### src/rtl/sram_fifo_sched.sv
// ============================================================================
// Module      : sram_fifo_sched
// Description : Two-requester round-robin write scheduler over an SRAM ring
//               buffer with credit-limited read issue. Optional statistics
//               counters are enabled by defining SRAM_FIFO_SCHED_STATS_EN.
// Revision    : 1.0 - initial release
// ============================================================================
`default_nettype none

module sram_fifo_sched #(
  parameter int ADDR_W  = 19,
  parameter int DATA_W  = 144,
  parameter int CREDITS = 8
) (
  input  logic              clk,
  input  logic              rst_n,
  input  logic              calib_done,
  input  logic [DATA_W-1:0] s0_data,
  input  logic              s0_valid,
  output logic              s0_ready,
  input  logic [DATA_W-1:0] s1_data,
  input  logic              s1_valid,
  output logic              s1_ready,
  output logic              app_wr_cmd,
  output logic [ADDR_W-1:0] app_wr_addr,
  output logic [DATA_W-1:0] app_wr_data,
  output logic              app_rd_cmd,
  output logic [ADDR_W-1:0] app_rd_addr,
  input  logic              app_rd_valid,
  input  logic              credit_ret,
  output logic [ADDR_W:0]   level,
  output logic              err,
  output logic [31:0]       stat_wr,
  output logic [31:0]       stat_rd
);

  localparam int              c_CW      = $clog2(CREDITS + 1);
  localparam logic [c_CW-1:0] c_CREDITS = c_CW'(CREDITS);
  localparam logic [ADDR_W:0] c_DEPTH   = {1'b1, {ADDR_W{1'b0}}};

  typedef enum logic [1:0] {
    S_INIT = 2'd0,
    S_RUN  = 2'd1,
    S_HALT = 2'd2
  } state_t;

  state_t            r_state;
  logic [ADDR_W-1:0] r_wr_ptr;
  logic [ADDR_W-1:0] r_rd_ptr;
  logic [ADDR_W:0]   r_level;
  logic [c_CW-1:0]   r_credit;
  logic [ADDR_W:0]   r_inflight;
  logic              r_err;
  logic              r_rr;       // 1: s1 wins the next contended cycle

  logic w_run, w_full, w_gnt0, w_gnt1, w_wr, w_rd, w_ret_ok, w_val_ok;

  // Gating with rst_n keeps every command low while reset is asserted.
  assign w_run    = rst_n && (r_state == S_RUN);
  assign w_full   = (r_level == c_DEPTH);
  assign w_gnt0   = w_run && !w_full && s0_valid && (!s1_valid || !r_rr);
  assign w_gnt1   = w_run && !w_full && s1_valid && (!s0_valid || r_rr);
  assign w_wr     = w_gnt0 || w_gnt1;
  assign w_rd     = w_run && (r_level != '0) && (r_credit != '0);
  assign w_ret_ok = credit_ret && (r_credit != c_CREDITS);
  assign w_val_ok = app_rd_valid && (r_inflight != '0);

  assign s0_ready    = w_gnt0;
  assign s1_ready    = w_gnt1;
  assign app_wr_cmd  = w_wr;
  assign app_wr_addr = r_wr_ptr;
  assign app_wr_data = w_gnt1 ? s1_data : s0_data;
  assign app_rd_cmd  = w_rd;
  assign app_rd_addr = r_rd_ptr;
  assign level       = r_level;
  assign err         = r_err;

  always_ff @(posedge clk) begin
    if (!rst_n) begin
      r_state    <= S_INIT;
      r_wr_ptr   <= '0;
      r_rd_ptr   <= '0;
      r_level    <= '0;
      r_credit   <= c_CREDITS;
      r_inflight <= '0;
      r_err      <= 1'b0;
      r_rr       <= 1'b0;
    end else begin
      case (r_state)
        S_INIT:  if (calib_done) r_state <= S_RUN;
        S_RUN:   if (!calib_done) r_state <= S_HALT;
        S_HALT:  if (r_inflight == '0) r_state <= S_INIT;
        default: r_state <= S_INIT;
      endcase

      if (w_wr) begin
        r_wr_ptr <= r_wr_ptr + 1'b1;
        r_rr     <= w_gnt0;
      end
      if (w_rd) r_rd_ptr <= r_rd_ptr + 1'b1;

      if (w_wr && !w_rd)      r_level <= r_level + 1'b1;
      else if (!w_wr && w_rd) r_level <= r_level - 1'b1;

      if (w_ret_ok && !w_rd)      r_credit <= r_credit + 1'b1;
      else if (!w_ret_ok && w_rd) r_credit <= r_credit - 1'b1;

      if (w_rd && !w_val_ok)      r_inflight <= r_inflight + 1'b1;
      else if (!w_rd && w_val_ok) r_inflight <= r_inflight - 1'b1;

      // Releases with nothing outstanding are dropped but remembered.
      if ((credit_ret && !w_ret_ok) || (app_rd_valid && !w_val_ok)) r_err <= 1'b1;
    end
  end

`ifdef SRAM_FIFO_SCHED_STATS_EN
  logic [31:0] r_stat_wr;
  logic [31:0] r_stat_rd;

  always_ff @(posedge clk) begin
    if (!rst_n) begin
      r_stat_wr <= '0;
      r_stat_rd <= '0;
    end else begin
      if (w_wr && !(&r_stat_wr)) r_stat_wr <= r_stat_wr + 1'b1;
      if (w_rd && !(&r_stat_rd)) r_stat_rd <= r_stat_rd + 1'b1;
    end
  end

  assign stat_wr = r_stat_wr;
  assign stat_rd = r_stat_rd;
`else
  assign stat_wr = '0;
  assign stat_rd = '0;
`endif

endmodule

`default_nettype wire

### config.mk
export PLATFORM = sky130hd
export DESIGN_NAME = sram_fifo_sched
export DESIGN_NICKNAME = d
export VERILOG_FILES = /design/src/rtl/sram_fifo_sched.sv
export SDC_FILE = /design/constraint.sdc
export NUM_CORES = 1
export LEC_CHECK = 0
export BUFFER_PORTS_ARGS = -buffer_cell sky130_fd_sc_hd__buf_2
export CORE_AREA = 2 2 221 223
export CTS_CLUSTER_DIAMETER = 60
export DETAILED_ROUTE_END_ITERATION = 8
export DIE_AREA = 0 0 223 225
export GPL_TIMING_DRIVEN = 0
export PLACE_DENSITY = 0.4
export SYNTH_ARGS = -nofsm -noshare
export SYNTH_HDL_FRONTEND = slang
export SYNTH_SLANG_ARGS = --single-unit
### constraint.sdc
create_clock -name clk -period 6.9 [get_ports clk]
set_input_delay 0.345 -clock clk [delete_from_list [all_inputs] [get_ports clk]]
set_output_delay 0.345 -clock clk [all_outputs]
set_load 0.03 [all_outputs]
Yosys cells after proc, flatten, opt, wreduce, memory -nomap -nowiden
Index checks and enable logic that the tools add are counted.
Widths: inputs -> output; s select.

storage, ports and cells
  output and inout bits = 271
  bits of input ports = 295
  logic and storage cells = 73
  flip-flop bits (word level) = 86

cells by class
  reduce and logical (&&, ||, !) cells = 39
  mux-type cells = 11
  $add $sub $neg = 8
  equal/unequal tests = 7

operators with widths
  cell                   number
  $mux 144               1
  $mux 20                4
  $add 20x1->20 const B  2
  $reduce_bool 20->1     2
  $sub 20x1->20 const B  2
  $add 19x1->19 const B  2
  $eq 20x20->1 const B   1
  $logic_not 20->1       1
  $logic_and 1x1->1      18
  $logic_not 1->1        8
  $mux 4                 2
  $mux 2                 3
  $ne 2x2->1 const B     3
  $pmux 2 s3             1
  $reduce_bool 2->1      3
  $add 4x1->4 const B    1
  $logic_or 1x1->1       4
  $ne 4x4->1 const B     1
  $reduce_bool 4->1      1
  $sub 4x1->4 const B    1
  $reduce_and 3->1       1
  $eq 2x1->1 const B     1
  $eq 2x2->1 const B     1
  $logic_not 2->1        1

Depth between registers and ports, before layout
  depth after elaboration = 10
  mapped depth = 15
  depth with buffers taken out = 14

Least setup slack after synthesis
No wires, ideal clock.

  kind = register -> register
  start = register r_level[0] (netlist: level[0])
  end = register r_inflight[17]
  slack = 2563 ps
  data arrival time = 4215 ps
  setup time = 122 ps
  period minus slack after synthesis = 4337 ps
  stages on the path, launching flop included = 15
  buffers on the path = 0
  path through = dfxtp_1 -> or4_4 -> nor4_4 -> a31o_2 -> inv_1 -> ha_1 -> inv_1 -> ha_1 -> a211oi_1 -> o21bai_1 -> o211a_1 -> a41o_1 -> a21oi_1 -> nor4_1 -> a311o_1

between the ends
  cells in the longest elaborated chain, start to end = 6

RTL lines
  element                             line  source
  start: declaration                  50    logic [ADDR_W:0] r_level;
  start signal: assignment            102   if (w_wr && !w_rd) r_level <= r_level + 1'b1;
  start signal: assignment            103   else if (!w_wr && w_rd) r_level <= r_level - 1'b1;
  $reduce_bool 20->1 (*)              64    assign w_rd = w_run && (r_level != '0) && (r_credit != '0);
  $logic_and 1x1->1 (*) (2 in a row)  64
  named net app_rd_cmd                27    output logic app_rd_cmd,
  $logic_not 1->1                     109   else if (!w_rd && w_val_ok) r_inflight <= r_inflight - 1'b1;
  $logic_and 1x1->1                   109
  $reduce_bool 2->1 (no line)         -
  end signal: assignment              108   if (w_rd && !w_val_ok) r_inflight <= r_inflight + 1'b1;
  end signal: assignment              109
  end: declaration                    52    logic [ADDR_W:0] r_inflight;

Mark *: on every way through the listed nets, which the timed path passes. The rest lies on a longest branch.
A chain may end at the register's enable or synchronous reset.

Worst setup path in the final report
  start = register r_level[0] (netlist: level[0])
  end = register r_inflight[17]

between the ends
  cells in the longest elaborated chain, start to end = 6

RTL lines
  element                             line
  $reduce_bool 20->1 (*)              64
  $logic_and 1x1->1 (*) (2 in a row)  64
  $logic_not 1->1                     109
  $logic_and 1x1->1                   109
  $reduce_bool 2->1 (no line)         -

Every way passes the cells marked *; elsewhere a longest branch is shown, timed or not.

==> metrics.txt <==
router iterations before antenna repair 4; status completed; clock sink total 86; synth warn 0; GRT Util Overall 0.180; number of global-route vias before repair between 8000 and 9000; post-DR vias/cell 4.28; Slew Viols, Final 0; clk_lat worst skew around 350 ps; area of the mapped netlist 7770 um2; # setup viols final 0; cell taking the most area after synthesis dfxtp_1; core area ~48000 um2; via count approximately 9000; layout cells sized above 1 0.510; Hold Buf Count CTS 0; antenna violations before repair slightly above 50; Cell variety after synth 61; DPL Wire Length between 40000 and 50000 um; Post CTS Setup Buffer Count 0; crit path max fanout 21; mean routed wirelength per cell 22.9 um; Power Density 280 nW/um2; H-tree depth 3; most area-consuming cells after synthesis dfxtp_1, mux2_2, mux2_4; Synth top area share 0.222; fin crit share 0.733; die width roughly 220 um; #FFs+latches synth between 80 and 90; Async S/R FF share, synth 0; Worst-Margin Slew approximately 840 ps; IO buf count about 500; # rows 80; Worst Path Required roughly 7100 ps; Final ANT Viol Nets 0; largest net degree at the start of global routing 22; Max Clk Rate 0.198 GHz; gpl congestion 0.858; Mean Syn Cell Area 8.76 um2; Setup crit end kind flip-flop; Post-synth EDFFs 0; most frequent cells in the layout buf_2, mux2_2, dfxtp_1, nor2_1, a21oi_1; Design Power 0.00325 W; post-CTS sizing 0; root buffer cell clkbuf_16; DR iter-0 viols roughly 390; Fin. Hold Viols 0; Post-Syn Instances 887; CTS tree yes; Sequential Area approximately 1700 um2; Slowest cell on crit path inv_1; Static Leak around 5.7 nW; sum of negative setup slack 0 ps; final core utilization 0.245; sequential element share of the synthesized area 0.222; DRC viols 0; RSZ-0062 raised after global routing false; Max Cap Viol 0; die area approximately 50000 um2; Startpoint Class flip-flop; Initial Util 0.163; critical path type reg -> reg; Largest stage delay, worst path just over 600 ps; clock slew at reported path FFs about 70 ps; area of the multi-input gates approximately 5500 um2; Worst Path Arrival between 5000 and 6000 ps; first-pass GRT wire length around 63000 um; worst hold path type in -> reg; GR Overflow Total 0; critical path, cell by cell or4_4 > nor4_4 > a31o_2 > inv_1 > ha_1 > inv_1 > ha_1 > a211oi_1 > o21bai_1 > o211a_1 > a41o_1 > a21oi_1 > nor4_1 > a311o_1; most common cell after layout, fill and taps aside buf_2; min cycle time layout around 5100 ps; final net count between 1500 and 2000; peak supply drop about 200 uV; Die Y 225 um; clk_skew roughly 10 ps; Layout area overhead 49.6%; # fillers between 5000 and 6000; Ports about 570; Top FF cell, synth dfxtp_1; relative slew slack 0.441; final wirelength 48000 um; CTS Buf Count 9; Clock Tree Buf Depth 2
[final cells by class]
| type | count | share of cell area |
|---|---|---|
| buffer | 104 | 0.0599 |
| tap | 615 | 0.0662 |
| inverter | 16 | 0.00516 |
| sequential | 86 | 0.148 |
| clock inverter | 5 | 0.00732 |
| timing repair buffer | 501 | 0.216 |
| antenna | 12 | 0.00258 |
| multi-input combinational | 744 | 0.476 |
| clock buffer | 10 | 0.0197 |
[final timing paths]
check                  start             end  slack [ps]  depth (start not counted)
setup / recovery    level[0]  r_inflight[17]        1840                         14
hold reg to reg   r_state[1]      r_state[0]         470                          1
hold / removal      s1_valid            r_rr         280                          2
setup reg to reg    level[0]  r_inflight[17]        1840                         14
[state kept, by name, summed over array words and instances, names as in the netlist]
signal and count:
app_rd_addr 19, app_wr_addr 19, err 1, level 20
r_credit 4, r_inflight 20, r_rr 1, r_state 2
[where the power goes]
group          internal (W)  switching (W)  leakage [nW]  total [W]
combinational      0.000824        0.00119          4.84    0.00201
clock              0.000317       0.000222         0.149   0.000539
sequential         0.000590       0.000110         0.701   0.000699
[synthesized netlist by cell type (2+ instances only)]
library cell	instances
and4_1	3
buf_2	11
a2111oi_0	2
clkbuf_1	22
and3_1	13
nand3_1	35
nand4_1	19
inv_1	15
xor2_1	26
o311ai_0	3
nor2_1	68
nor3b_1	3
o31ai_1	4
nand3b_1	2
or3_1	15
a211o_1	3
mux2_4	49
o211ai_1	8
nand2_1	51
a21oi_1	66
a311oi_1	2
mux2i_1	9
and2_1	9
nor3_1	12
a311o_1	3
o21a_1	6
a21o_1	13
fa_1	3
a31oi_1	7
a211oi_1	9
a31o_2	3
ha_1	43
dfxtp_1	86
a21boi_0	3
buf_6	7
xnor2_1	19
nor4_1	9
buf_4	64
mux2_2	95
o21ai_0	43
nand2b_1	4
[per-layer routing]
layer	up-vias	track usage	wire length (um)
li1	4287	-	-
met1	4149	0.208	18700
met2	396	0.298	22600
met3	93	0.0791	5170
met4	28	0.0578	1370
met5	-	0	176
[metrics by stage]
| stage | cell area [um2] | std cells | setup slack (ps) | hold WS, ps |
|---|---|---|---|---|
| after floorplan | 8010 | 950 | 2560 | 427 |
| after global placement | 11300 | 2066 | 1800 | 445 |
| after detailed placement | 11300 | 2066 | 1840 | 451 |
| after CTS | 11600 | 2081 | 1820 | 272 |
| after global routing | 11600 | 2093 | 1550 | 281 |
| final | 11600 | 2093 | 1840 | 278 |
[kinds of logic (layout without fill, tap and decap cells)]
family	Yosys count	after routing	share of synthesized area
AO/OA/AOI/OAI	185	185	0.147
XOR/XNOR	45	45	0.0507
adder cells (fa/ha/maj)	46	46	0.0769
buffers and inverters	120	636	0.0974
flip-flops	86	86	0.222
multiplexers	153	153	0.244
other	1	76	0.000482
AND/OR/NAND/NOR	251	251	0.162
[critical path: cells and delay by family (launching register included)]
kind	cells	cell delay, ps
compound gates	7	2070
fa+ha+maj	2	680
buf+inv	2	860
flops	1	410
simple gates	3	920
No activity file was read; power rests on OpenSTA's default activity.
